==> src/rtl/vga_pkg.sv <==
// -----------------------------------------------------------------------------
// vga_pkg
// Shared definitions for the VGA raster controller:
//   - default 640x480@60 Hz timing constants (pixel clock = clk / CLK_DIV)
//   - derived totals and sync windows for the default timing
//   - bit-field positions of the 16-bit frame-buffer pixel word
//   - counter width, test-pattern bar width and the bar colour helper
// -----------------------------------------------------------------------------
package vga_pkg;

  // Default timing (pixels / lines)
  localparam int DEF_H_ACTIVE = 640;
  localparam int DEF_H_FP     = 16;
  localparam int DEF_H_SYNC   = 96;
  localparam int DEF_H_BP     = 48;
  localparam int DEF_V_ACTIVE = 480;
  localparam int DEF_V_FP     = 10;
  localparam int DEF_V_SYNC   = 2;
  localparam int DEF_V_BP     = 33;
  localparam int DEF_CLK_DIV  = 4;
  localparam int DEF_ADDR_W   = 19;

  // Derived values for the default timing; sync windows are inclusive
  localparam int H_TOTAL  = DEF_H_ACTIVE + DEF_H_FP + DEF_H_SYNC + DEF_H_BP;
  localparam int V_TOTAL  = DEF_V_ACTIVE + DEF_V_FP + DEF_V_SYNC + DEF_V_BP;
  localparam int HS_START = DEF_H_ACTIVE + DEF_H_FP;
  localparam int HS_END   = HS_START + DEF_H_SYNC - 1;
  localparam int VS_START = DEF_V_ACTIVE + DEF_V_FP;
  localparam int VS_END   = VS_START + DEF_V_SYNC - 1;

  // Pixel word layout: [15:12] unused, [11:8] R, [7:4] G, [3:0] B
  localparam int PIX_R_MSB = 11;
  localparam int PIX_R_LSB = 8;
  localparam int PIX_G_MSB = 7;
  localparam int PIX_G_LSB = 4;
  localparam int PIX_B_MSB = 3;
  localparam int PIX_B_LSB = 0;

  // Width of h_cnt / v_cnt; wide enough for any sensible VGA timing
  localparam int CNT_W = 12;

  // Test pattern: 8 vertical bars of this many pixels
  localparam int BAR_W = 80;

  typedef struct packed {
    logic [3:0] r;
    logic [3:0] g;
    logic [3:0] b;
  } rgb_t;

  // Bar index bits {2,1,0} drive R, G, B fully on or fully off
  function automatic rgb_t bar_colour(input logic [2:0] idx);
    rgb_t c;
    c.r = {4{idx[2]}};
    c.g = {4{idx[1]}};
    c.b = {4{idx[0]}};
    return c;
  endfunction

endpackage

==> src/rtl/vga_scan_counter.sv <==
// -----------------------------------------------------------------------------
// vga_scan_counter
// Stage 0 of the raster pipeline: clock divider, h/v position counters,
// active/sync decode and the incrementing frame-buffer address.
// Ports:
//   clk, reset      clock, asynchronous active-high reset
//   en_i            scan enable; low clears and holds all counters at 0
//   h_cnt_o         current horizontal position (used by the test pattern)
//   active_o        current position is inside the visible area
//   hs_n_o, vs_n_o  decoded syncs for the current position, active-low
//   load_o          output-register load strobe (div == 1)
//   frame_start_o   combinational pulse on the pixel tick at (0,0)
//   pixel_addr_o    frame-buffer read address
// -----------------------------------------------------------------------------
module vga_scan_counter
  import vga_pkg::*;
#(
  parameter int H_ACTIVE = DEF_H_ACTIVE,
  parameter int H_FP     = DEF_H_FP,
  parameter int H_SYNC   = DEF_H_SYNC,
  parameter int H_BP     = DEF_H_BP,
  parameter int V_ACTIVE = DEF_V_ACTIVE,
  parameter int V_FP     = DEF_V_FP,
  parameter int V_SYNC   = DEF_V_SYNC,
  parameter int V_BP     = DEF_V_BP,
  parameter int CLK_DIV  = DEF_CLK_DIV,
  parameter int ADDR_W   = DEF_ADDR_W
) (
  input  logic              clk,
  input  logic              reset,
  input  logic              en_i,
  output logic [CNT_W-1:0]  h_cnt_o,
  output logic              active_o,
  output logic              hs_n_o,
  output logic              vs_n_o,
  output logic              load_o,
  output logic              frame_start_o,
  output logic [ADDR_W-1:0] pixel_addr_o
);

  localparam int LINE_TOTAL  = H_ACTIVE + H_FP + H_SYNC + H_BP;
  localparam int FRAME_LINES = V_ACTIVE + V_FP + V_SYNC + V_BP;
  localparam int HS_FIRST    = H_ACTIVE + H_FP;
  localparam int HS_LAST     = HS_FIRST + H_SYNC - 1;
  localparam int VS_FIRST    = V_ACTIVE + V_FP;
  localparam int VS_LAST     = VS_FIRST + V_SYNC - 1;
  localparam int DIV_W       = $clog2(CLK_DIV);

  localparam logic [DIV_W-1:0] DIV_LAST = DIV_W'(CLK_DIV - 1);
  localparam logic [DIV_W-1:0] DIV_LOAD = DIV_W'(1);
  localparam logic [CNT_W-1:0] H_LAST   = CNT_W'(LINE_TOTAL - 1);
  localparam logic [CNT_W-1:0] V_LAST   = CNT_W'(FRAME_LINES - 1);
  localparam logic [CNT_W-1:0] H_ACT    = CNT_W'(H_ACTIVE);
  localparam logic [CNT_W-1:0] V_ACT    = CNT_W'(V_ACTIVE);
  localparam logic [CNT_W-1:0] HS_LO    = CNT_W'(HS_FIRST);
  localparam logic [CNT_W-1:0] HS_HI    = CNT_W'(HS_LAST);
  localparam logic [CNT_W-1:0] VS_LO    = CNT_W'(VS_FIRST);
  localparam logic [CNT_W-1:0] VS_HI    = CNT_W'(VS_LAST);

  logic [DIV_W-1:0]  div_q, div_d;
  logic [CNT_W-1:0]  h_cnt_q, h_cnt_d;
  logic [CNT_W-1:0]  v_cnt_q, v_cnt_d;
  logic [ADDR_W-1:0] addr_q, addr_d;
  logic              tick;
  logic              h_wrap;
  logic              v_wrap;
  logic              active;

  always_comb begin
    tick    = en_i && (div_q == DIV_LAST);
    h_wrap  = (h_cnt_q == H_LAST);
    v_wrap  = (v_cnt_q == V_LAST);
    active  = (h_cnt_q < H_ACT) && (v_cnt_q < V_ACT);

    div_d   = div_q;
    h_cnt_d = h_cnt_q;
    v_cnt_d = v_cnt_q;
    addr_d  = addr_q;

    if (!en_i) begin
      // Disabled: park at (0,0) so that re-enabling starts a fresh frame
      div_d   = '0;
      h_cnt_d = '0;
      v_cnt_d = '0;
      addr_d  = '0;
    end else begin
      div_d = tick ? '0 : div_q + 1'b1;
      if (tick) begin
        h_cnt_d = h_wrap ? '0 : h_cnt_q + 1'b1;
        if (h_wrap) begin
          v_cnt_d = v_wrap ? '0 : v_cnt_q + 1'b1;
        end
        // Address follows the raster: +1 when leaving a visible pixel,
        // cleared when wrapping into (0,0), held through blanking.
        if (h_wrap && v_wrap) begin
          addr_d = '0;
        end else if (active) begin
          addr_d = addr_q + 1'b1;
        end
      end
    end
  end

  always_ff @(posedge clk or posedge reset) begin
    if (reset) begin
      div_q   <= '0;
      h_cnt_q <= '0;
      v_cnt_q <= '0;
      addr_q  <= '0;
    end else begin
      div_q   <= div_d;
      h_cnt_q <= h_cnt_d;
      v_cnt_q <= v_cnt_d;
      addr_q  <= addr_d;
    end
  end

  assign h_cnt_o       = h_cnt_q;
  assign active_o      = active;
  assign hs_n_o        = !((h_cnt_q >= HS_LO) && (h_cnt_q <= HS_HI));
  assign vs_n_o        = !((v_cnt_q >= VS_LO) && (v_cnt_q <= VS_HI));
  // div==1 is one clk after the frame buffer has seen the new address,
  // so pixel_data is valid here; loading syncs on the same edge keeps
  // them aligned with RGB.
  assign load_o        = en_i && (div_q == DIV_LOAD);
  assign frame_start_o = tick && (h_cnt_q == '0) && (v_cnt_q == '0);
  assign pixel_addr_o  = addr_q;

endmodule

==> src/rtl/vga_scan_ctrl.sv <==
// -----------------------------------------------------------------------------
// vga_scan_ctrl
// VGA raster controller: 640x480@60 Hz timing from a 100 MHz clock, reads
// the frame buffer and drives syncs and 4:4:4 RGB.
// Ports:
//   clk, reset           clock, asynchronous active-high reset
//   en                   scan enable (level); low blanks outputs, parks at (0,0)
//   test_mode            selects the built-in colour-bar generator
//   pixel_addr           frame-buffer read address
//   pixel_data           frame-buffer word, valid 1 clk after pixel_addr
//   h_sync, v_sync       syncs, active-low
//   Red, Green, Blue     colour outputs
//   frame_start          1-clk pulse on the pixel tick at (0,0)
// Build option:
//   VGA_TEST_PATTERN_EN  when defined, test_mode=1 replaces visible pixels with
//                        8 vertical bars of 80 px; otherwise test_mode is ignored
// -----------------------------------------------------------------------------
module vga_scan_ctrl
  import vga_pkg::*;
#(
  parameter int H_ACTIVE = DEF_H_ACTIVE,
  parameter int H_FP     = DEF_H_FP,
  parameter int H_SYNC   = DEF_H_SYNC,
  parameter int H_BP     = DEF_H_BP,
  parameter int V_ACTIVE = DEF_V_ACTIVE,
  parameter int V_FP     = DEF_V_FP,
  parameter int V_SYNC   = DEF_V_SYNC,
  parameter int V_BP     = DEF_V_BP,
  parameter int CLK_DIV  = DEF_CLK_DIV,
  parameter int ADDR_W   = DEF_ADDR_W
) (
  input  logic              clk,
  input  logic              reset,
  input  logic              en,
  input  logic              test_mode,
  output logic [ADDR_W-1:0] pixel_addr,
  input  logic [15:0]       pixel_data,
  output logic              h_sync,
  output logic              v_sync,
  output logic [3:0]        Red,
  output logic [3:0]        Green,
  output logic [3:0]        Blue,
  output logic              frame_start
);

  logic [CNT_W-1:0] h_cnt;
  logic             active;
  logic             hs_n;
  logic             vs_n;
  logic             load;
  rgb_t             fb_rgb;
  rgb_t             src_rgb;
  rgb_t             rgb_q, rgb_d;
  logic             hs_q, hs_d;
  logic             vs_q, vs_d;
  logic             unused_pix;

  vga_scan_counter #(
    .H_ACTIVE (H_ACTIVE),
    .H_FP     (H_FP),
    .H_SYNC   (H_SYNC),
    .H_BP     (H_BP),
    .V_ACTIVE (V_ACTIVE),
    .V_FP     (V_FP),
    .V_SYNC   (V_SYNC),
    .V_BP     (V_BP),
    .CLK_DIV  (CLK_DIV),
    .ADDR_W   (ADDR_W)
  ) u_counter (
    .clk           (clk),
    .reset         (reset),
    .en_i          (en),
    .h_cnt_o       (h_cnt),
    .active_o      (active),
    .hs_n_o        (hs_n),
    .vs_n_o        (vs_n),
    .load_o        (load),
    .frame_start_o (frame_start),
    .pixel_addr_o  (pixel_addr)
  );

  always_comb begin
    fb_rgb.r = pixel_data[PIX_R_MSB:PIX_R_LSB];
    fb_rgb.g = pixel_data[PIX_G_MSB:PIX_G_LSB];
    fb_rgb.b = pixel_data[PIX_B_MSB:PIX_B_LSB];
  end

  assign unused_pix = ^pixel_data[15:12];

`ifdef VGA_TEST_PATTERN_EN
  logic [9:0] bar_idx;
  logic       unused_bar;

  assign bar_idx    = h_cnt[9:0] / 10'(BAR_W);
  assign src_rgb    = test_mode ? bar_colour(bar_idx[2:0]) : fb_rgb;
  assign unused_bar = ^{bar_idx[9:3], h_cnt[CNT_W-1:10]};
`else
  logic unused_bar;

  assign src_rgb    = fb_rgb;
  assign unused_bar = ^{test_mode, h_cnt};
`endif

  // Output register: blanking is applied here so that sync and RGB share
  // the same two-clk latency from the counters.
  always_comb begin
    rgb_d = rgb_q;
    hs_d  = hs_q;
    vs_d  = vs_q;
    if (!en) begin
      rgb_d = '0;
      hs_d  = 1'b1;
      vs_d  = 1'b1;
    end else if (load) begin
      rgb_d = active ? src_rgb : '0;
      hs_d  = hs_n;
      vs_d  = vs_n;
    end
  end

  always_ff @(posedge clk or posedge reset) begin
    if (reset) begin
      rgb_q <= '0;
      hs_q  <= 1'b1;
      vs_q  <= 1'b1;
    end else begin
      rgb_q <= rgb_d;
      hs_q  <= hs_d;
      vs_q  <= vs_d;
    end
  end

  assign h_sync = hs_q;
  assign v_sync = vs_q;
  assign Red    = rgb_q.r;
  assign Green  = rgb_q.g;
  assign Blue   = rgb_q.b;

endmodule

==> config.mk <==
export PLATFORM = sky130hd
export DESIGN_NAME = vga_scan_ctrl
export DESIGN_NICKNAME = d
export VERILOG_FILES = /design/src/rtl/vga_pkg.sv /design/src/rtl/vga_scan_counter.sv /design/src/rtl/vga_scan_ctrl.sv
export SDC_FILE = /design/constraint.sdc
export NUM_CORES = 1
export LEC_CHECK = 0
export BUFFER_PORTS_ARGS = -buffer_cell sky130_fd_sc_hd__buf_2
export CORE_MARGIN = 1
export CORE_UTILIZATION = 50
export CTS_CLUSTER_SIZE = 16
export DETAILED_ROUTE_END_ITERATION = 8
export PLACE_DENSITY = 0.75
export SYNTH_ARGS = -nofsm -noshare
export SYNTH_HDL_FRONTEND = slang
export SYNTH_SLANG_ARGS = --single-unit
==> constraint.sdc <==
create_clock -name clk -period 2.2 [get_ports clk]
set_input_delay 0.44 -clock clk [delete_from_list [all_inputs] [get_ports clk]]
set_output_delay 0.44 -clock clk [all_outputs]
set_load 0.01 [all_outputs]
# Word level (Yosys, flattened, before mapping)

Index checks and enable logic that the tools add are counted.
Widths: inputs -> output; s select.

Input bits: 20
Logic and storage cells: 61
Bits in registers: 59

Add/sub/neg operators: 4
Multiplexer cells: 20
Magnitude comparators: 6
Reductions and logical operators: 14
Equal/unequal tests: 8

Operators with widths:

| operator              | number |
|---|---|
| $mux 12               | 10 |
| $mux 19               | 4 |
| $add 12x1->12 const B | 2 |
| $eq 12x10->1 const B  | 2 |
| $logic_not 12->1      | 2 |
| $add 19x1->19 const B | 1 |
| $ge 12x10->1 const B  | 1 |
| $ge 12x9->1 const B   | 1 |
| $le 12x10->1 const B  | 1 |
| $le 12x9->1 const B   | 1 |
| $lt 12x10->1 const B  | 1 |
| $lt 12x9->1 const B   | 1 |
| $logic_and 1x1->1     | 8 |
| $ne 2x1->1 const B    | 3 |
| $mux 1                | 4 |
| $mux 2                | 2 |
| $reduce_and 2->1      | 2 |
| $ne 3x1->1 const B    | 1 |
| $add 2x1->2 const B   | 1 |
| $eq 2x1->1 const B    | 1 |
| $eq 2x2->1 const B    | 1 |
| $logic_not 1->1       | 2 |

# Logic depth before layout (Yosys ltp)

Gate-level depths: netlist of the first run.

Word-level depth: 6
Depth in mapped cells: 8
Gate-level depth less buffers: 7

# Hierarchy

A second synthesis of the first run with hierarchy kept.

Cell total of the unflattened synthesis: 343
Area total of the unflattened synthesis: 3,240.6 µm²

By module, submodules not included:

| module           | cells each | times used | area an instance (µm²) | sequential area each (µm²) |
|---|---|---|---|---|
| vga_scan_counter | 293        | 1          | 2,665.1                | 1,126.1 |
| vga_scan_ctrl    | 50         | 1          | 575.6                  | 352.8 |

# Least setup slack after synthesis of the first run

Ideal clock, no wire load.

Path kind: reg2reg
Start point: register u_counter.div_q[0]
End point: register u_counter.addr_q[3] (netlist: u_counter.pixel_addr_o[3])
Buffers on the path: 2
Setup time: 0.118 ns
Arrival time: 1.993 ns
Path slack: 0.088 ns
Cell stages (with the launch flop): 8
Cell sequence: dfrtp_1 > ha_1 > buf_4 > or4b_4 > or4_4 > nand2_4 > buf_8 > nor2_1

Longest elaborated chain between the ends: 4

Ends and longest elaborated chain:

| item                       | line                    | text |
|---|---|---|
| from (decl)                | vga_scan_counter.sv:60  | `logic [DIV_W-1:0] div_q, div_d;` |
| from (signal assigned)     | vga_scan_counter.sv:111 | `div_q <= div_d;` |
| $eq 2x2->1                 | vga_scan_counter.sv:70  | `tick = en_i && (div_q == DIV_LAST);` |
| $logic_and 1x1->1          | vga_scan_counter.sv:70  |  |
| $ne 2x1->1 (no line)       | -                       |  |
| $reduce_and 2->1 (no line) | -                       |  |
| to (signal assigned)       | vga_scan_counter.sv:114 | `addr_q <= addr_d;` |
| to (decl)                  | vga_scan_counter.sv:63  | `logic [ADDR_W-1:0] addr_q, addr_d;` |

No other way between the ends.
A chain may end at the register's enable or synchronous reset.

# Worst setup path after layout of the first run

Start point: register u_counter.div_q[1]
End point: register u_counter.v_cnt_q[9]

Longest elaborated chain between the ends: 4

Ends and longest elaborated chain:

| item                       | line                    | text |
|---|---|---|
| $eq 2x2->1                 | vga_scan_counter.sv:70  |  |
| $logic_and 1x1->1          | vga_scan_counter.sv:70  |  |
| $ne 2x1->1 (no line)       | -                       |  |
| $reduce_and 2->1 (no line) | -                       |  |
| to (signal assigned)       | vga_scan_counter.sv:113 | `v_cnt_q <= v_cnt_d;` |
| to (decl)                  | vga_scan_counter.sv:62  | `logic [CNT_W-1:0] v_cnt_q, v_cnt_d;` |

No other way between the ends.

==> results of run 1 <==
## worst max path at each step
| stage | from | end | slack (ps) | depth (start not counted) |
|---|---|---|---|---|
| after floorplan | u_counter.div_q[0] | u_counter.pixel_addr_o[3] | 90 | 7 |
| after global placement | u_counter.div_q[0] | u_counter.v_cnt_q[5] | 60 | 6 |
| after detailed placement | u_counter.div_q[0] | u_counter.v_cnt_q[9] | -20 | 6 |
| after CTS | u_counter.v_cnt_q[5] | frame_start | 30 | 4 |
| after global routing | u_counter.div_q[0] | frame_start | -30 | 4 |
| final | u_counter.div_q[1] | u_counter.v_cnt_q[9] | 50 | 8 |
## worst reg2reg max path: stages (launching register included)
cell,delay [ps]
dfrtp_1,360
ha_2,190
or4b_4,500
buf_4,160
o31ai_4,260
buf_12,170
nand2_1,70
o2111ai_2,190
o211ai_1,130
## routing by layer
metal  wire length, um  global-route usage [%]  vias to the layer above
met4                52                   7.500                        0
met1              2950                   29.33                     1194
li1                  -                       -                     1218
met2              3095                   33.25                      107
met3               483                   8.409                        4
met5                 0                       0                        -
## power groups by stage
stage | logic [mW] | registers [mW] | clock network [mW]
after global placement | 0.211 | 1.16 | 0
after detailed placement | 0.215 | 1.17 | 0
after global routing | 0.251 | 1.15 | 1.10
final | 0.225 | 1.15 | 1.02
after CTS | 0.222 | 1.14 | 1.05
after floorplan | 0.129 | 1.17 | 0
## synthesized netlist by cell type, types with 4 or more instances
cell type	instances	area (um^2)
nand4_1	20	125.1
xor2_1	32	280.3
nor4_1	4	25.02
nand2_1	21	78.83
nand3_1	18	90.09
nor4b_1	4	35.03
and3_1	8	50.05
nor2_1	45	168.9
a22o_1	12	105.1
inv_1	10	37.54
nor3_1	7	35.03
ha_1	7	87.58
dfrtp_1	57	1426
clkbuf_1	9	33.78
## flip-flops by register name, indices dropped and copies added (netlist names)
name / cells
u_counter.div_q: 2
Green: 4
Red: 4
Blue: 4
h_sync: 1
v_sync: 1
u_counter.h_cnt_o: 12
u_counter.v_cnt_q: 12
u_counter.pixel_addr_o: 19
## kinds of logic (layout without fill, tap and decap cells)
logic type	Yosys count	in the layout
AND/OR/NAND/NOR	152	152
XOR/XNOR	35	35
flip-flops	59	59
adder cells (fa/ha/maj)	7	7
multiplexers	2	2
buffers and inverters	24	93
AO/OA/AOI/OAI	28	28
## cell type report
class / count / area [um^2] / share of cell area [%]
clock buffers: 15 / 176.4 / 4.755
multi-input cells: 224 / 1485 / 40.03
inverters: 10 / 37.54 / 1.012
well taps: 75 / 93.84 / 2.530
flip-flops and latches: 59 / 1479 / 39.87
clock inverters: 1 / 30.03 / 0.8094
repair buffers: 67 / 407.9 / 10.99
## through the flow
step                      instance area, um^2  hold slack (ps)
after floorplan                          3052            438.9
after global placement                   3435            452.2
after detailed placement                 3435            465.2
after CTS                                3654            154.0
after global routing                     3710            162.8
final                                    3710            153.9
## what timing repair did
action                                  in CTS  in global routing
cloned                                       0                  0
endpoints found under the setup margin       3                 27
setup buffers                                1                  2
resized for setup                            1                  5
pin swaps                                    2                  4
==> impl_results.md, run 1 <==
* Post-DP HPWL at between 4000 and 5000 um
* Most common cell after layout, fill and taps aside: dfrtp_1
* Sink Count at 59
* Pre-CTS setup slack at -23.05 ps
* Worst path top cell family by delay: compound AO/OA/AOI/OAI gates
* Worst ir drop on vdd at between 0.0003 and 0.0004 V
* Mapped Area at 3052 um^2
* Worst-Skew Late Latency at ~340 ps
* DR vias/cell at 5.594
* RR Startpoint: u_counter.div_q[1]
* First-pass GRT wire length at approximately 11,000 um
* Fin cells at ~450
* CTS Buf Count at 9
* Buf+Inv Stages, Crit Path at 2
* EDFF count, synth at 0
* YS warnings at 0
* DRC viols at 0
* Achievable Freq at between 400 and 500 MHz
* Switching power at ~0.56 mW
* Starting density of the core at about half
* RSZ-0062 raised after global routing: yes
* Die area at approximately 6400 um^2
* Routed wire length at 6581 um
* Slew headroom at a little over two thirds
* PortBufs at 48
* PwrDens at around 640 nW/um^2
* Worst-path cell chain: ha_2, or4b_4, buf_4, o31ai_4, buf_12, nand2_1, o2111ai_2, o211ai_1
* Congestion Overflow GR at 0
* Initial antenna violation count at 0
* Filler Cells Inserted at just under 500
* Die height at approximately 80 um
* Vias at between 2,000 and 3,000
* R2r endpoint: u_counter.v_cnt_q[9]
* Switching share of power at between 20% and 30%
* Distinct cells, synth at 44
* Max-slew violations at 0
* Seq pwr share at 48.0%
* Commonest cells after routing, fill and taps aside: dfrtp_1, buf_2, nor2_1, xor2_1, nand2_1
* Crit path max fanout at 12
* Post-route setup TNS at 0 ps
* Clock Tree Buf Depth at 2
* Synth Area in Compound Gates at between 7 and 8%
* Hold_buf cts at 0
* R2R Setup Slk at just under 50 ps
* Register area share after synthesis at between 40% and 50%
* CP required at approximately 2400 ps
* Std cell rows at 28
* CP peak stage delay at ~500 ps
* Ys flop type: dfrtp_1
* Synthesis-to-finish area growth at 21.57%
* Vias in the first global route at 2,317
* # H-tree levels at 3
* Logic gate share of total power at roughly a tenth
* Ports at 54
* Setup Skew at 10.93 ps
* Ys async rst share at 100.0%
* Multiplexer area fraction after synthesis at less than 1%
* Status: finished, final reports clean
* CTS tree: yes
* Crit. End Element: register
* All-Layer GR Usage at 22.15%
* Largest family of logic cells by synthesized area: simple AND/OR/NAND/NOR gates
* Syn avg cell area at around 9.9 um^2
* Final hold vios at 0
* Placer congestion estimate at about 0.83
* Detail Route Antenna Nets at 0
* Critical-path top delay cell: or4b_4
* Setup crit start kind: register
* Tcrit/Tclk final at a little over nine tenths
* Clock slew at reported path FFs at ~70 ps
* # setup viols final at 0
* Fraction of the mapped netlist area in simple logic gates at roughly a quarter
* Drt first pass iters at 6
* Core Region at between 5000 and 6000 um^2
* Layout cells sized above 1 at about a quarter
* Root buffer selected by CTS: clkbuf_8
* Dpl cells at approximately 430
* Starting DRT DRC Count at between 100 and 150
* Kind of critical path: register to register
* FF-to-FF path depth at 8
* Avg WL per Cell at around 15 um
* P_int at 1.831 mW
* Die W at ~80 um
* Adder and majority gate portion of the synthesized area at under 10%
* Final core utilization at 62.66%
* Synth Instances at approximately 300
* HP Class: input pin to async pin
* Syn_nets at about 330
* Crit path DAT at 2360 ps
* Post-route setup slack at between 40 and 50 ps
* Clock power frac at approximately 43%
* Nets@finish at about 400
* Synth Area in XOR/XNOR at between 10% and 20%
* Slew @ Worst Pin at ~430 ps
* Lkg Pwr at 1.744 nW
* Synth Register Bits at just under 60
* # diodes at 0
* Pin count of the biggest net entering global routing at 60
* Max_cap viols at 0
* Tmin final at roughly 2200 ps
* Total power at roughly 2.4 mW
Note: power is estimated with default switching activity, not from simulation.
==> run 2, diff against run 1 <==
Settings changed: ABC_AREA set to 1, CORE_UTILIZATION 50 to 52, PLACE_DENSITY 0.75 to 0.77.
==> run 2 against run 1 <==
Clock power fell by 9%. Setup slack better by 76 ps. Non-clock buffer count is 10 lower. Synthesized cell count up 64%. Die area grew 14%. Worst hold slack got worse by 120 ps. Design area up 12%. Highest routed layer unchanged. Global-route usage grew 1.8 points. Cell count grew 43%. First-iteration DRC count rose by 100%. Critical endpoint is now frame_start. Fmax rose by 3.6%.
==> impl_results.md, run 2 <==
* Post-route setup TNS at 0 ps (unchanged)
* Vias at 3,379 (+34%)
* Post-synth top area share at 39.36% (-7.4 points)
* Layout cells sized above 1 at 18.65% (-6.3 points)
* Congestion Overflow GR at 0 (unchanged)
* Pin count of the biggest net entering global routing at 29 (-52%)
* Crit path from: u_counter.v_cnt_q[1]
* P_int at 1.706 mW (-6.8%)
* Distinct cells, synth at 34 (-23%)
* Clock power frac at 38.1% (-4.5 points)
* Post-DP HPWL at 5916 um (+31%)
* Placer congestion estimate at 0.8948 (+7.5%)
* Die area at 7306 um^2 (+14%)
* CTS Buf Count at 9 (unchanged)
* Most common cell after layout, fill and taps aside: nand2_1
* Max reg flops at 19 (unchanged)
* Count leader, synth: nand2_1
* Tmin final at 2076 ps (-75.66 ps)
* R2r endpoint: u_counter.pixel_addr_o[8]
* Synthesis-to-finish area growth at 14.19%
* Final hold vios at 0 (unchanged)
* RSZ-0062 raised after global routing: no
* Seq pwr share at 48.7% (+0.7 points)
* Reg area at 1481 um^2 (+0.17%)
* Post-route setup slack at 124.0 ps (+75.66 ps)
* Max_cap viols at 0 (unchanged)
* Clock slew at reported path FFs at 70 ps (about the same)
* CP required at 1760 ps (-650 ps)
* All-Layer GR Usage at 23.94% (+1.8 points)
* Routed wire length at 7979 um (+21%)
* Drt first pass iters at 5 (-1)
* Finished Cell Area at 4138 um^2 (+12%)
* Die height at 85.48 um (+6.7%)
* DRC viols at 0 (unchanged)
* Avg WL per Cell at 12.41 um (-15%)
* # H-tree levels at 3 (unchanged)
* Crit path DAT at 1640 ps (-720 ps)
* R2R Setup Slk at 380 ps (+330 ps)
* Slew @ Worst Pin at 394.5 ps (-37.08 ps)
* Hold_buf cts at 0 (unchanged)
* Sink Count at 59 (unchanged)
* PwrDens at 589.2 nW/um^2 (-8.4%)
* Starting density of the core at 53.63% (+2.1 points)
* Ys flop type: dfrtp_1
* Detail Route Antenna Nets at 0 (unchanged)
* Std cell rows at 30 (+7.1%)
* Largest cells by area after synthesis: dfrtp_1, nand2_1, nand3_1, nor2_1, inv_1
* Area post-placement at 3935 um^2 (+15%)
* Worst-Skew Late Latency at 340 ps (about the same)
* CP endpoint: frame_start
* Max-slew violations at 0 (unchanged)
* Ys async rst share at 100.0% (unchanged)
* FF-to-FF path depth at 10 (+2)
* Syn_nets at 529 (+58%)
* Switching share of power at 30.01% (+6.7 points)
* Achievable Freq at 481.7 MHz (+3.6%)
* Pre-CTS setup slack at 355.2 ps (+378.2 ps)
* Lkg Pwr at 2.074 nW (+19%)
* Vias in the first global route at 3,078 (+33%)
* Mapped Area at 3623 um^2 (+19%)
* DR vias/cell at 5.255 (-6.1%)
* RR Startpoint: u_counter.v_cnt_q[1]
* PortBufs at 48 (unchanged)
* Setup Skew at 7.917 ps (-3.014 ps)
* EDFF count, synth at 0 (unchanged)
* Slew headroom at 73.46% (+3.0 points)
* Core Region at 6756 um^2 (+14%)
* Ports at 54 (unchanged)
* Switching power at 0.7317 mW (+32%)
* YS warnings at 0 (unchanged)
* Initial antenna violation count at 0 (unchanged)
* Kind of critical path: register to output port
* HP Class: input pin to async pin
* Synth Instances at 502 (+64%)
* # diodes at 0 (unchanged)
* Area leader, netlist: dfrtp_1
* Tcrit/Tclk final at 94.36% (-3.4 points)
* Commonest cells after routing, fill and taps aside: nand2_1, nor2_1, dfrtp_1, nand3_1, inv_1
* Starting DRT DRC Count at 250 (+100%)
* Worst ir drop on vdd at 0.0004745 V (+23%)
* Setup crit start kind: register
* CTS tree: yes
* Filler Cells Inserted at 631 (+29%)
* Synth Register Bits at 59 (unchanged)
* Register area share after synthesis at 40.81% (-7.6 points)
* Area of the multi-input gates at 1826 um^2 (+23%)
* Clock Tree Buf Depth at 2 (unchanged)
* Crit path max fanout at 5 (-7)
* Crit. End Element: output port
* Post-synth top cells: nand2_1, nor2_1, dfrtp_1, inv_1, nand3_1
* Status: finished, final reports clean
* Nets@finish at 585 (+47%)
* First-pass GRT wire length at 13,910 um (+30%)
* # setup viols final at 0 (unchanged)
* Logic gate share of total power at 13.2% (+3.8 points)
* Syn avg cell area at 7.218 um^2 (-27%)
* Die W at 85.48 um (+6.7%)
* Root buffer selected by CTS: clkbuf_8
==> run 2: cell type report <==
type,count,area share (%)
inverter,60,5.443
clock buffer,10,3.326
multi-input combinational,371,44.12
clock inverter,6,1.149
sequential,59,35.80
tap,80,2.419
timing repair buffer,57,7.741
==> run 2: kinds of logic after synthesis <==
| family | share of synthesized area [%] |
|---|---|
| AOI/OAI and AO/OA | 7.666 |
| xor gates and xnor gates | 1.934 |
| adders and majority gates | 2.417 |
| buffers and inverters | 8.805 |
| DFF | 40.81 |
| and+or+nand+nor | 38.36 |
==> run 2: critical path, cell delays in order (launching register included) <==
cell,delay (ps)
dfrtp_2,440
inv_1,80
ha_1,170
inv_1,70
nor3_1,130
nand4_1,120
nor2_1,130
buf_2,140
==> run 2: layer usage <==
metal  up-vias  wire length (um)  track usage, %
met1      1539              3794           32.27
li1       1729                 -               -
met2       102              3650           39.13
met5         -                 0               0
met4         0                99           7.424
met3         9               434           4.572
==> run 2: metrics by stage <==
stage	hold WS, ps	power, mW	instances	util [%]
2_1_floorplan	438.2	1.420	502	-
3_3_place_gp	400.3	1.510	625	58.24
3_5_place_dp	407.0	1.520	625	58.24
4_1_cts	27.78	2.449	641	60.98
5_1_grt	45.44	2.549	643	61.24
6_report	30.38	2.438	643	61.24
==> run 2: power by group through the flow <==
stage	logic, mW	clock network, mW	registers (mW)
finish	0.321	0.929	1.19
global route	0.365	0.989	1.20
CTS	0.313	0.948	1.19
detailed placement	0.312	0	1.21
global placement	0.305	0	1.21
floorplan	0.208	0	1.21
==> run 2: timing repair <==
item,in CTS,in global routing
gates resized for setup,0,2
setup endpoints to repair,0,1
endpoints found under the hold margin,0,0
buffers inserted,0,2
==> run 2: worst min-delay path by stage <==
stage | from | end | slack, ps
after floorplan | u_counter.div_q[0] | u_counter.div_q[0] | 440
after global placement | reset | Blue[3] | 400
after detailed placement | reset | Blue[3] | 410
after CTS | reset | u_counter.h_cnt_o[3] | 30
after global routing | reset | Green[1] | 50
final | reset | Blue[3] | 30
==> run 3, diff against run 2 <==
Settings changed: CELL_PAD_IN_SITES_DETAIL_PLACEMENT set to 0, CELL_PAD_IN_SITES_GLOBAL_PLACEMENT set to 1, CORE_UTILIZATION 52 to 37, PLACE_DENSITY 0.77 to unset, PLACE_DENSITY_LB_ADDON set to 0.1.
==> run 3 against run 2 <==
Sequential power about the same. Utilization down 16 points. Largest cell class unchanged. Clock power up 31%. Critical path depth unchanged. Sequential cell count unchanged.
==> impl_results.md, run 3 (synthesized netlist as in run 2, its figures left out) <==
* Status: finished, final reports clean
* Crit. End Element: output port
* Ports at 54 (unchanged)
* CTS Buf Count at 9 (unchanged)
* Clock slew at reported path FFs at 70 ps (about the same)
* Std cell rows at 35 (+17%)
* Commonest cells after routing, fill and taps aside: nand2_1, nor2_1, dfrtp_1, nand3_1, inv_1
* Starting density of the core at 38.66% (-15 points)
* Detail Route Antenna Nets at 0 (unchanged)
* Routed wire length at 9396 um (+18%)
* Crit path DAT at 1610 ps (-30 ps)
* PwrDens at 642.5 nW/um^2 (+9.0%)
* Max_cap viols at 0 (unchanged)
* Clock Tree Buf Depth at 2 (unchanged)
* Nets@finish at 587 (+0.34%)
* R2R Setup Slk at 360 ps (-20 ps)
* All-Layer GR Usage at 20.45% (-3.5 points)
* Core Region at 9371 um^2 (+39%)
* Achievable Freq at 488.6 MHz (+1.4%)
* Slew headroom at 61.83% (-12 points)
* DRC viols at 0 (unchanged)
* Crit path max fanout at 5 (unchanged)
* Die W at 101.0 um (+18%)
* Post-DP HPWL at 6868 um (+16%)
* RSZ-0062 raised after global routing: no
* Tcrit/Tclk final at 93.03% (-1.3 points)
* Starting DRT DRC Count at 117 (-53%)
* Slew @ Worst Pin at 571.7 ps (+177.2 ps)
* CP required at 1760 ps (about the same)
* Max-slew violations at 0 (unchanged)
* Die height at 101.0 um (+18%)
* Initial antenna violation count at 0 (unchanged)
* PortBufs at 48 (unchanged)
* # H-tree levels at 3 (unchanged)
* Vias in the first global route at 3,209 (+4.3%)
* RR Startpoint: u_counter.v_cnt_q[1]
* HP Class: input pin to async pin
* DR vias/cell at 4.843 (-7.8%)
* Root buffer selected by CTS: clkbuf_8
* Worst-Skew Late Latency at 340 ps (about the same)
* Setup crit start kind: register
* R2r endpoint: u_counter.pixel_addr_o[8]
* Final hold vios at 0 (unchanged)
* Lkg Pwr at 2.115 nW (+2.0%)
* Filler Cells Inserted at 1,033 (+64%)
* # diodes at 0 (unchanged)
* # setup viols final at 0 (unchanged)
* First-pass GRT wire length at 15,920 um (+14%)
* Finished Cell Area at 4272 um^2 (+3.2%)
* Kind of critical path: register to output port
* Post-route setup TNS at 0 ps (unchanged)
* Tmin final at 2047 ps (-29.27 ps)
* Placer congestion estimate at 0.7736 (-14%)
* Worst ir drop on vdd at 0.0003138 V (-34%)
* Synthesis-to-finish area growth at 17.89%
* Avg WL per Cell at 13.54 um (+9.1%)
* Most common cell after layout, fill and taps aside: nand2_1
* Max reg flops at 19 (unchanged)
* Pin count of the biggest net entering global routing at 28 (-3.4%)
* CTS tree: yes
* Setup Skew at 8.730 ps (+0.8133 ps)
* Sink Count at 59 (unchanged)
* Drt first pass iters at 4 (-1)
* Layout cells sized above 1 at 18.94% (+0.29 points)
* FF-to-FF path depth at 10 (unchanged)
* Area post-placement at 4026 um^2 (+2.3%)
* Vias at 3,361 (-0.53%)
* Die area at 10,190 um^2 (+40%)
* Congestion Overflow GR at 0 (unchanged)
run 3: through the flow:
stage                     cells  util [%]  hold slack (ps)  total power [mW]  worst slack, ps
after floorplan             502         -            438.2             1.420            307.0
after global placement      678     42.96            454.1             1.538            415.9
after detailed placement    678     42.96            456.4             1.545            381.0
after CTS                   694     45.53            149.5             2.785            53.21
after global routing        694     45.58            178.6             2.883            5.108
final                       694     45.58            141.6             2.744            153.3
run 3: critical path: stages (launching register included):
cell	delay, ps
dfrtp_1	430
inv_1	90
ha_1	170
inv_1	70
nor3_1	130
nand4_1	120
nor2_1	120
buf_2	140
run 3: power breakdown:
group          leakage (nW)  switching [mW]  internal (mW)
sequential            0.804          0.0483           1.14
clock                 0.119           0.472          0.750
combinational          1.19           0.215          0.124
total                  2.12           0.736           2.01
run 3: how the worst max path moves through the flow:
stage / startpoint / slack [ps] / endpoint
floorplan: reset / 310 / Blue[0]
global placement: u_counter.v_cnt_q[1] / 420 / u_counter.pixel_addr_o[18]
detailed placement: u_counter.v_cnt_q[1] / 380 / u_counter.pixel_addr_o[8]
CTS: u_counter.h_cnt_o[0] / 50 / frame_start
global route: u_counter.h_cnt_o[0] / 5 / frame_start
finish: u_counter.v_cnt_q[1] / 150 / frame_start
run 3: repair_timing:
action / 4_1_cts / 5_1_grt
endpoints found under the setup margin: 0 / 1
setup buffers: 0 / 0
hold buffers: 0 / 0
resized for setup: 0 / 2
run 3: cell type report:
| cell class | instances | area, um^2 | share of cell area (%) |
|---|---|---|---|
| inverter | 60 | 225.2 | 5.272 |
| tap | 129 | 161.4 | 3.779 |
| timing repair buffer | 59 | 335.3 | 7.850 |
| clock buffer | 9 | 123.9 | 2.900 |
| sequential | 59 | 1479 | 34.62 |
| clock inverter | 7 | 116.4 | 2.724 |
| multi-input combinational | 371 | 1831 | 42.85 |
run 3: routing by layer:
layer / up-vias / global-route usage, % / wire [um]
li1: 1725 / - / -
met1: 1547 / 29.07 / 4640
met2: 76 / 31.35 / 4186
met3: 13 / 2.843 / 403
met4: 0 / 8.027 / 166
met5: - / 0 / 0
